**src/rtl/sclk_gen_multi.sv**
```systemverilog
// sclk_gen_multi: N_CH independent divided serial clocks with glitch-free ratio change, clean stop and phase-align restart
module sclk_gen_multi #(
  parameter int N_CH = 2,
  parameter int DIV_W = 8,
  parameter logic [N_CH-1:0] CPOL_MASK = '0
) (
  input  logic                  clk_i,
  input  logic                  rst_n_i,
  input  logic [N_CH-1:0]       en_i,
  input  logic [N_CH*DIV_W-1:0] div_i,
  input  logic                  sync_i,
  output logic [N_CH-1:0]       sclk_o,
  output logic [N_CH-1:0]       rise_o,
  output logic [N_CH-1:0]       fall_o,
  output logic [N_CH-1:0]       busy_o
);
  typedef enum logic [1:0] {IDLE, RUN, STOP} state_t;

  for (genvar c = 0; c < N_CH; c++) begin : g_ch
    localparam logic idle = CPOL_MASK[c];
    state_t state;
    logic [DIV_W-1:0] cnt, div_q, div;
    logic sclk, rise, fall, busy;
    assign div = div_i[c*DIV_W +: DIV_W];
    assign sclk_o[c] = sclk;
    assign rise_o[c] = rise;
    assign fall_o[c] = fall;
    assign busy_o[c] = busy;
    // Per-channel FSM: sync restart wins, then enable/disable handling, then half-period count and toggle
    always_ff @(posedge clk_i or negedge rst_n_i)
      if (!rst_n_i) begin
        state <= IDLE;
        cnt   <= '0;
        div_q <= '0;
        sclk  <= idle;
        rise  <= 1'b0;
        fall  <= 1'b0;
        busy  <= 1'b0;
      end else begin
        rise <= 1'b0;
        fall <= 1'b0;
        if (sync_i && en_i[c]) begin
          state <= RUN;
          cnt   <= '0;
          div_q <= div;
          sclk  <= idle;
          rise  <= (sclk != idle) && idle;
          fall  <= (sclk != idle) && !idle;
          busy  <= 1'b1;
        end else if (state == IDLE) begin
          if (en_i[c]) begin
            state <= RUN;
            cnt   <= '0;
            div_q <= div;
            busy  <= 1'b1;
          end
        end else if (!en_i[c] && sclk == idle) begin
          state <= IDLE;
          cnt   <= '0;
          busy  <= 1'b0;
        end else if (cnt == div_q) begin
          sclk  <= ~sclk;
          rise  <= ~sclk;
          fall  <= sclk;
          cnt   <= '0;
          div_q <= div;
          state <= en_i[c] ? RUN : IDLE;
          busy  <= en_i[c];
        end else begin
          cnt   <= cnt + 1'b1;
          state <= en_i[c] ? RUN : STOP;
        end
      end
  end
endmodule

```
**config.mk**
```make
export PLATFORM = sky130hd
export DESIGN_NAME = sclk_gen_multi
export DESIGN_NICKNAME = d
export VERILOG_FILES = /design/src/rtl/sclk_gen_multi.sv
export SDC_FILE = /design/constraint.sdc
export NUM_CORES = 1
export LEC_CHECK = 0
export ABC_AREA = 0
export CAP_MARGIN = 20
export CORE_ASPECT_RATIO = 1.75
export CORE_UTILIZATION = 49
export CTS_CLUSTER_DIAMETER = 50
export DETAILED_ROUTE_END_ITERATION = 7
export GPL_TIMING_DRIVEN = 0
export PLACE_DENSITY = 0.75
export RECOVER_POWER = 50
export SLEW_MARGIN = 20
export SYNTH_ARGS = -nofsm -noshare
export SYNTH_HDL_FRONTEND = slang
export SYNTH_SLANG_ARGS = --single-unit
```
**constraint.sdc**
```tcl
create_clock -name clk_i -period 1.6 [get_ports clk_i]
set_input_delay 0.32 -clock clk_i [delete_from_list [all_inputs] [get_ports clk_i]]
set_output_delay 0.32 -clock clk_i [all_outputs]
set_load 0.02 [all_outputs]
```
### Yosys cells after proc, flatten, opt, wreduce, memory -nomap -nowiden

Cells that the tools add are included.

| operators by class | value |
|---|---|
| add/sub/neg operators | 2 |
| equality and inequality tests | 10 |
| mux-type cells | 68 |
| bitwise operators | 2 |
| reductions and logical operators | 20 |

Operators with widths:

| cell | number |
|---|---|
| $mux 8 | 20 |
| $mux 1 | 36 |
| $mux 2 | 12 |
| $add 8x1->8 const B | 2 |
| $eq 8x8->1 | 2 |
| $ne 3x3->1 const B | 4 |
| $reduce_and 3->1 | 4 |
| $ne 2x2->1 const B | 4 |
| $reduce_bool 4->1 | 2 |
| $reduce_bool 3->1 | 2 |
| $logic_and 1x1->1 | 4 |
| $logic_not 2->1 | 2 |
| $reduce_and 2->1 | 2 |
| $reduce_bool 2->1 | 2 |
| $logic_not 1->1 | 2 |
| $not 1->1 | 2 |

| word-level totals | value |
|---|---|
| register bits | 44 |
| input port bits | 21 |
| output and inout bits | 8 |
| logic and storage cells | 116 |

### Depth between registers and ports, before layout

Gate-level depths: netlist of the first run.

| depth | value |
|---|---|
| depth after elaboration | 5 |
| mapped depth | 6 |
| gate-level depth less buffers | 5 |

### Worst setup path before layout of the first run

OpenSTA, ideal clock, no wires.

| timing path | value |
|---|---|
| path type | reg2reg |
| start | reg g_ch[0].cnt[3] |
| end | reg g_ch[0].div_q[0] |
| data arrival time | 1.680 ns |
| data required time | 1.475 ns |
| path slack | -0.205 ns |
| cell stages (with the launch flop) | 6 |
| clock period less this slack | 1.805 ns |
| cell sequence | dfrtp_1 > xor2_1 > nor4_2 > nand2_2 > a21oi_4 > mux2_4 |

| between the ends | value |
|---|---|
| word-level cells in the longest chain between the ends | 3 |

Ends and longest elaborated chain:

| element | line | RTL |
|---|---|---|
| start: declaration | 22 | `logic [DIV_W-1:0] cnt, div_q, div;` |
| start signal: assignment | 70 | `cnt <= cnt + 1'b1;` |
| $eq 8x8->1 | 61 | `end else if (cnt == div_q) begin` |
| $reduce_bool 3->1 (no line) | n/a |  |
| $reduce_and 3->1 (no line) | n/a |  |
| end signal: assignment | 45 | `div_q <= div;` |
| end signal: assignment | 54 | `div_q <= div;` |
| end signal: assignment | 66 | `div_q <= div;` |
| end: declaration | 22 |  |

No other way between the ends.
A chain may end at the register's enable or synchronous reset.

### Worst setup path in the final report of the first run

| timing path | value |
|---|---|
| start | reg g_ch[1].cnt[3] |
| end | reg g_ch[1].div_q[7] |

| between the ends | value |
|---|---|
| word-level cells in the longest chain between the ends | 3 |

Ends and longest elaborated chain:

| element | line |
|---|---|
| start: declaration | 22 |
| start signal: assignment | 70 |
| $eq 8x8->1 | 61 |
| $reduce_bool 3->1 (no line) | n/a |
| $reduce_and 3->1 (no line) | n/a |
| end signal: assignment | 45 |
| end signal: assignment | 54 |
| end signal: assignment | 66 |
| end: declaration | 22 |

No other way between the ends.

==> results of run 1 <==
report_power, final:
group / total [mW] / internal (mW) / switching [mW]
clock network: 0.871 / 0.470 / 0.400
logic: 0.513 / 0.288 / 0.225
registers: 1.27 / 1.20 / 0.0745
total: 2.65 / 1.96 / 0.699
metrics by stage:
step	hold WS (ns)	util (%)	setup WS [ns]	TNS [ns]	total power, mW
2_1_floorplan	0.0244	-	-0.198	-3.06	1.53
3_3_place_gp	0.507	60.0	-0.948	-57.43	1.66
3_5_place_dp	0.229	60.4	-0.717	-17.19	1.68
4_1_cts	0.379	68.3	-0.225	-4.59	2.61
5_1_grt	0.409	70.6	-0.331	-11.98	2.76
6_report	0.383	70.6	-0.249	-5.96	2.65
routing by layer:
| layer | vias up | track usage, % |
|---|---|---|
| met5 | - | 0 |
| met4 | 0 | 10.7 |
| met3 | 15 | 3.87 |
| met2 | 36 | 38.4 |
| met1 | 783 | 22.4 |
| li1 | 781 | - |
cells by family after synthesis:
| kind of cell | Yosys count |
|---|---|
| fa+ha+maj | 2 |
| compound gates | 31 |
| mux | 20 |
| buf+inv | 18 |
| flops | 44 |
| xor+xnor | 23 |
| simple gates | 55 |
final timing paths:
| path | startpoint | slack, ns | cells after the start | end |
|---|---|---|---|---|
| max | g_ch[1].cnt[3] | -0.25 | 7 | g_ch[1].div_q[7] |
| min | en_i[0] | 0.38 | 2 | g_ch[0].state[0] |
| max reg2reg | g_ch[1].cnt[3] | -0.25 | 7 | g_ch[1].div_q[7] |
| min reg2reg | g_ch[0].busy | 0.52 | 2 | g_ch[0].busy |
| max in group asynchronous | rst_n_i | 0.17 | 3 | g_ch[1].cnt[3] |
| min in group asynchronous | rst_n_i | 0.56 | 2 | g_ch[0].div_q[6] |
sequential cells by signal (all words and copies together), names as in the netlist:
signal,flops
g_ch.busy,2
g_ch.sclk,2
g_ch.div_q,16
g_ch.fall,2
g_ch.state,4
g_ch.cnt,16
g_ch.rise,2
cell type report:
class	count	share of cell area (%)
Inverter	4	0.503
Clock inverter	3	1.55
Tap cell	49	2.06
Buffer	14	3.02
Clock buffer	5	2.31
Multi-Input combinational cell	131	38.3
Sequential cell	44	37.1
Timing Repair Buffer	49	15.2
what timing repair did:
item	CTS	global route
pin swaps	13	6
hold endpoints to repair	12	0
buffers inserted	16	4
setup endpoints to repair	47	41
hold buffers	1	0
gates cloned	0	1
gates resized for setup	30	19
layout by cell type, fill, tap and decap left out, drive strengths merged, types with 2 or more instances in the layout:
| cell type | netlist | routed |
|---|---|---|
| a211oi | 2 | 2 |
| a21o | 2 | 2 |
| a21oi | 9 | 9 |
| a22o | 4 | 4 |
| and2 | 2 | 2 |
| and3 | 2 | 2 |
| buf | 9 | 30 |
| clkbuf | 5 | 11 |
| clkdlybuf4s50 | 0 | 17 |
| dfrtp | 44 | 44 |
| dlygate4sd2 | 0 | 9 |
| ha | 2 | 2 |
| inv | 4 | 5 |
| mux2 | 17 | 17 |
| mux2i | 3 | 3 |
| nand2 | 12 | 12 |
| nand3 | 6 | 6 |
| nand4 | 3 | 3 |
| nor2 | 15 | 15 |
| nor3 | 5 | 5 |
| nor4 | 4 | 4 |
| o21ai | 8 | 8 |
| or3 | 2 | 2 |
| xor2 | 22 | 22 |
==> impl_results.md, run 1 <==
* Number of max-slew violations in the final report at 0
* Seq cells post-synth at between 40 and 50
* TritonCTS clock tree: built
* WL met3 at around 110 microns
* Top_reg_cell synth: dfrtp_1
* Area leader, netlist: dfrtp_1
* CP delay by family, top: flip-flops
* Maximum clock frequency at 0.541 GHz
* Simple-gate share of the synthesized area at between 10% and 20%
* XOR/XNOR Fraction of Synth Area at 9.15%
* Hold Fails Final Rpt at 0
* Die X at between 50 and 60 microns
* Crit Path Class: flip-flop to flip-flop
* Fillers at roughly 300
* Min Tclk post-route at around 1.8 ns
* PortBufs at 27
* Buf/Inv on CP at 2
* Post-synthesis mux area share at a little under an eighth
* Async set-or-reset flop fraction in the synthesized netlist at 100%
* WL met2 at around 2.7 mm
* Synth Area in Adders at roughly 1.1%
* Met1 wire length at around 1.8 mm
* ANT cells at 0
* Failing checks: negative setup slack
* GRT overflow at 0
* Yosys top cell area share at around 50%
* Die area at between 4000 and 5000 sq um
* Unrepaired setup endpoints after global routing: true
* CP endpoint kind: flip-flop
* Worst path arrival time at 2.03 ns
* Die height at ~90 microns
* Clk_lat worst skew at approximately 0.3 ns
* Count leader, synth: dfrtp_1
* Hpwl dp at 3.02 mm
* Layout cells sized above 1 at about a third
* Sequential element share of the synthesized area at ~50%
* Area of all placed cells without fillers at between 2000 and 3000 sq um
* Vias per inst at around 5.4
* Boundary Pins at 29
* Slew HR at 52.9%
* Warnings from Yosys at 0
* Worst Clk Skew at 0.0124 ns
* Drt total wl at around 4.8 mm
* VDD IR max at between 0.0008 and 0.0009 V
* Cell Chain, Critical Path: xor2_1, nor4_2, buf_4, nand2_4, a21oi_4, buf_12, mux2_4
* DRT Pass-1 Iters at 4
* Worst-path clk slew at ~0.08 ns
* Syn_nets at about 220
* Fin cells at 299
* Routed len/inst at 15.9 microns
* Crit-path max FO at 8
* Gr usage total at a little over a fifth
* Status: finished, violations left
* # clock sinks at between 40 and 50
* Avg Cell Area, Syn at ~11 sq um
* Number of synthesized flops with an enable pin at 0
* Required @ worst endpoint at approximately 1.8 ns
* Post-Place Cell Area at roughly 2600 sq um
* Max Cap Violations at 0
* Largest family of logic cells by synthesized area: simple AND/OR/NAND/NOR gates
* CP max stage cell: dfrtp_2
* Synth top area cells: dfrtp_1, xor2_1, mux2_4
* Vias in the first global route at about 1700
* GP Congestion at between 0.7 and 0.8
* H-tree depth at 2
* Detail Route Antenna Nets at 0
* Area taken by multi-input logic gates at about 1100 sq um
* Worst-Margin Slew at roughly 0.7 ns
* Number of CTS-inserted buffers at 5
* Startpoint types: flip-flop
* Area Overhead vs Synth at 35.5%
* Layout Nets at between 200 and 300
* Sequential cell area at 1110 sq um
* HP Class: input port to flip-flop
* Max stage delay on crit path at between 0.4 and 0.5 ns
* Row count at 31
* Worst setup margin at -0.249 ns
* Post-Syn Instances at 193
* Fin crit share at 116%
* DR DRC count at 0
* Initial Util at a little over half
* First-pass GRT wire length at between 7 and 8 mm
* Commonest cells post-synth: dfrtp_1, xor2_1, nor2_1
* Pin count of the biggest net entering global routing at 33
* Leak at around 1.4 nW
* Core Region at ~4200 sq um
* Power density cells at approximately 890 nW/um^2
* DR iter-0 viols at 40
* Placed cells at 270
* DR top layer: met4
* Root buffer cell: clkbuf_8
* Number of setup violations in the final report at 36
* Total number of vias at around 1600
* Compound-Gate Fraction of Synth Area at 10.2%
* Post-Syn Area at ~2200 sq um
* Initial antenna violation count at 0
* Clock Path Buffers at 2
* Yosys cell types at 37
Power figures use the tool's default switching activity.
==> run 2: changes to the inputs <==
- CORE_MARGIN: not set -> 2
==> impl_results.md, run 2 (synthesis results as in run 1) <==
* Area Overhead vs Synth at 39.5%
* CP endpoint kind: flip-flop
* CP delay by family, top: flip-flops
* Min Tclk post-route at 1.82 ns
* DR iter-0 viols at 47
* DRT Pass-1 Iters at 4
* Pwr Total at 2.55 mW
* Slew HR at between 40% and 50%
* Leading cell types in the layout, fill and taps excluded: dfrtp_1, buf_4, xor2_1, clkdlybuf4s50_1, mux2_4
* GP Congestion at slightly below 0.8
* Max Cap Violations at 0
* First-pass GRT wire length at 8.05 mm
* PortBufs at 27
* Initial Util at approximately 50%
* Worst Clk Skew at between 0.004 and 0.005 ns
* Clock Path Buffers at 2
* Most common cell after layout, fill and taps aside: dfrtp_1
* Min Hold Slack at roughly 0.39 ns
* Gr usage total at ~22%
* VDD IR max at about 0.00091 V
* Cell Chain, Critical Path: xor2_2, nor4_4, nand2_2, a21oi_4, buf_12, mux2_4
* Pin count of the biggest net entering global routing at 31
* Worst setup margin at -0.220 ns
* CP max stage cell: dfrtp_2
* Fin crit share at 114%
* Drt total wl at about 5 mm
* Worst path arrival time at 2.01 ns
* Initial antenna violation count at 0
* ANT cells at 0
* Worst-path clk slew at ~0.080 ns
* HP Class: input port to flip-flop
* DR DRC count at 0
* Die X at about 55 microns
* Leak at roughly 1.5 nW
* H-tree depth at 2
* Buf/Inv on CP at 1
* Hold Fails Final Rpt at 0
* Number of CTS-inserted buffers at 5
* Hpwl dp at 3.04 mm
* Post-Place Cell Area at approximately 2600 sq um
* Clk_lat worst skew at around 0.3 ns
* Total number of vias at 1707
* Crit-path max FO at 7
* Number of max-slew violations in the final report at 0
* Layout cells sized above 1 at between 30% and 40%
* Unrepaired setup endpoints after global routing: true
* Required @ worst endpoint at 1.79 ns
* Final Util at a little over two thirds
* Detail Route Antenna Nets at 0
* Worst-Margin Slew at about 0.8 ns
* Boundary Pins at 29
* Root buffer cell: clkbuf_8
* Startpoint types: flip-flop
* Routed len/inst at between 15 and 20 microns
* Failing checks: negative setup slack
* Vias per inst at about 5.5
* Largest regs: g_ch.cnt: 16 flops, g_ch.div_q: 16 flops, g_ch.state: 4 flops
* Maximum clock frequency at 0.549 GHz
* Core Region at roughly 4400 sq um
* Max stage delay on crit path at about 0.47 ns
* TritonCTS clock tree: built
* GRT overflow at 0
* Vias in the first global route at around 1800
* Power density cells at 830 nW/um^2
* Crit Path Class: flip-flop to flip-flop
* Die area at 5070 sq um
* Status: finished, violations left
* Die height at ~93 microns
* Number of setup violations in the final report at 35
* Layout Nets at between 200 and 300
* # clock sinks at 44
* Row count at 32
* Area of all placed cells without fillers at about 3100 sq um
## run 2: final cells by class
type	instances	area [sq um]
Sequential cell	44	1110
Inverter	4	15.0
Timing Repair Buffer	58	532
Buffer	14	95.1
Tap cell	51	63.8
Fill cell	313	1290
Clock buffer	8	90.1
Multi-Input combinational cell	131	1170
## run 2: metrics by stage
step,setup TNS (ns),worst slack (ns),instances
final,-4.80,-0.220,310
after global routing,-7.98,-0.303,310
after CTS,-4.47,-0.243,305
after detailed placement,-16.37,-0.682,272
after global placement,-57.93,-0.968,271
after floorplan,-3.06,-0.198,193
## run 2: routing by layer
| layer | routed length (microns) | part of all wire, % | track usage, % |
|---|---|---|---|
| met3 | 147 | 3.0 | 5.65 |
| met5 | 0 | 0 | 0 |
| met1 | 1820 | 37 | 23.8 |
| met4 | 146 | 3.0 | 9.38 |
| met2 | 2830 | 57 | 39.0 |
## run 2: power breakdown
part,internal [mW],switching [mW]
Clock,0.353,0.379
Sequential,1.20,0.0779
Combinational,0.311,0.231
Total,1.86,0.688
## run 2: path summary, 6_finish.rpt
| path | from | endpoint | slack (ns) | depth (start not counted) |
|---|---|---|---|---|
| setup / recovery | g_ch[0].cnt[0] | g_ch[0].div_q[3] | -0.22 | 6 |
| min in group asynchronous | rst_n_i | g_ch[1].div_q[3] | 0.62 | 2 |
| setup reg to reg | g_ch[0].cnt[0] | g_ch[0].div_q[3] | -0.22 | 6 |
| max in group asynchronous | rst_n_i | g_ch[0].cnt[0] | 0.21 | 3 |
| hold reg to reg | g_ch[0].busy | g_ch[0].busy | 0.52 | 2 |
| hold / removal | en_i[0] | g_ch[0].state[0] | 0.39 | 2 |
## run 2: what timing repair did
action / 4_1_cts / 5_1_grt
setup endpoints to repair: 47 / 40
hold buffers: 1 / 0
buffers inserted: 23 / 5
resized for setup: 39 / 18
pin swaps: 13 / 11
gates cloned: 1 / 0
endpoints found under the hold margin: 14 / 0
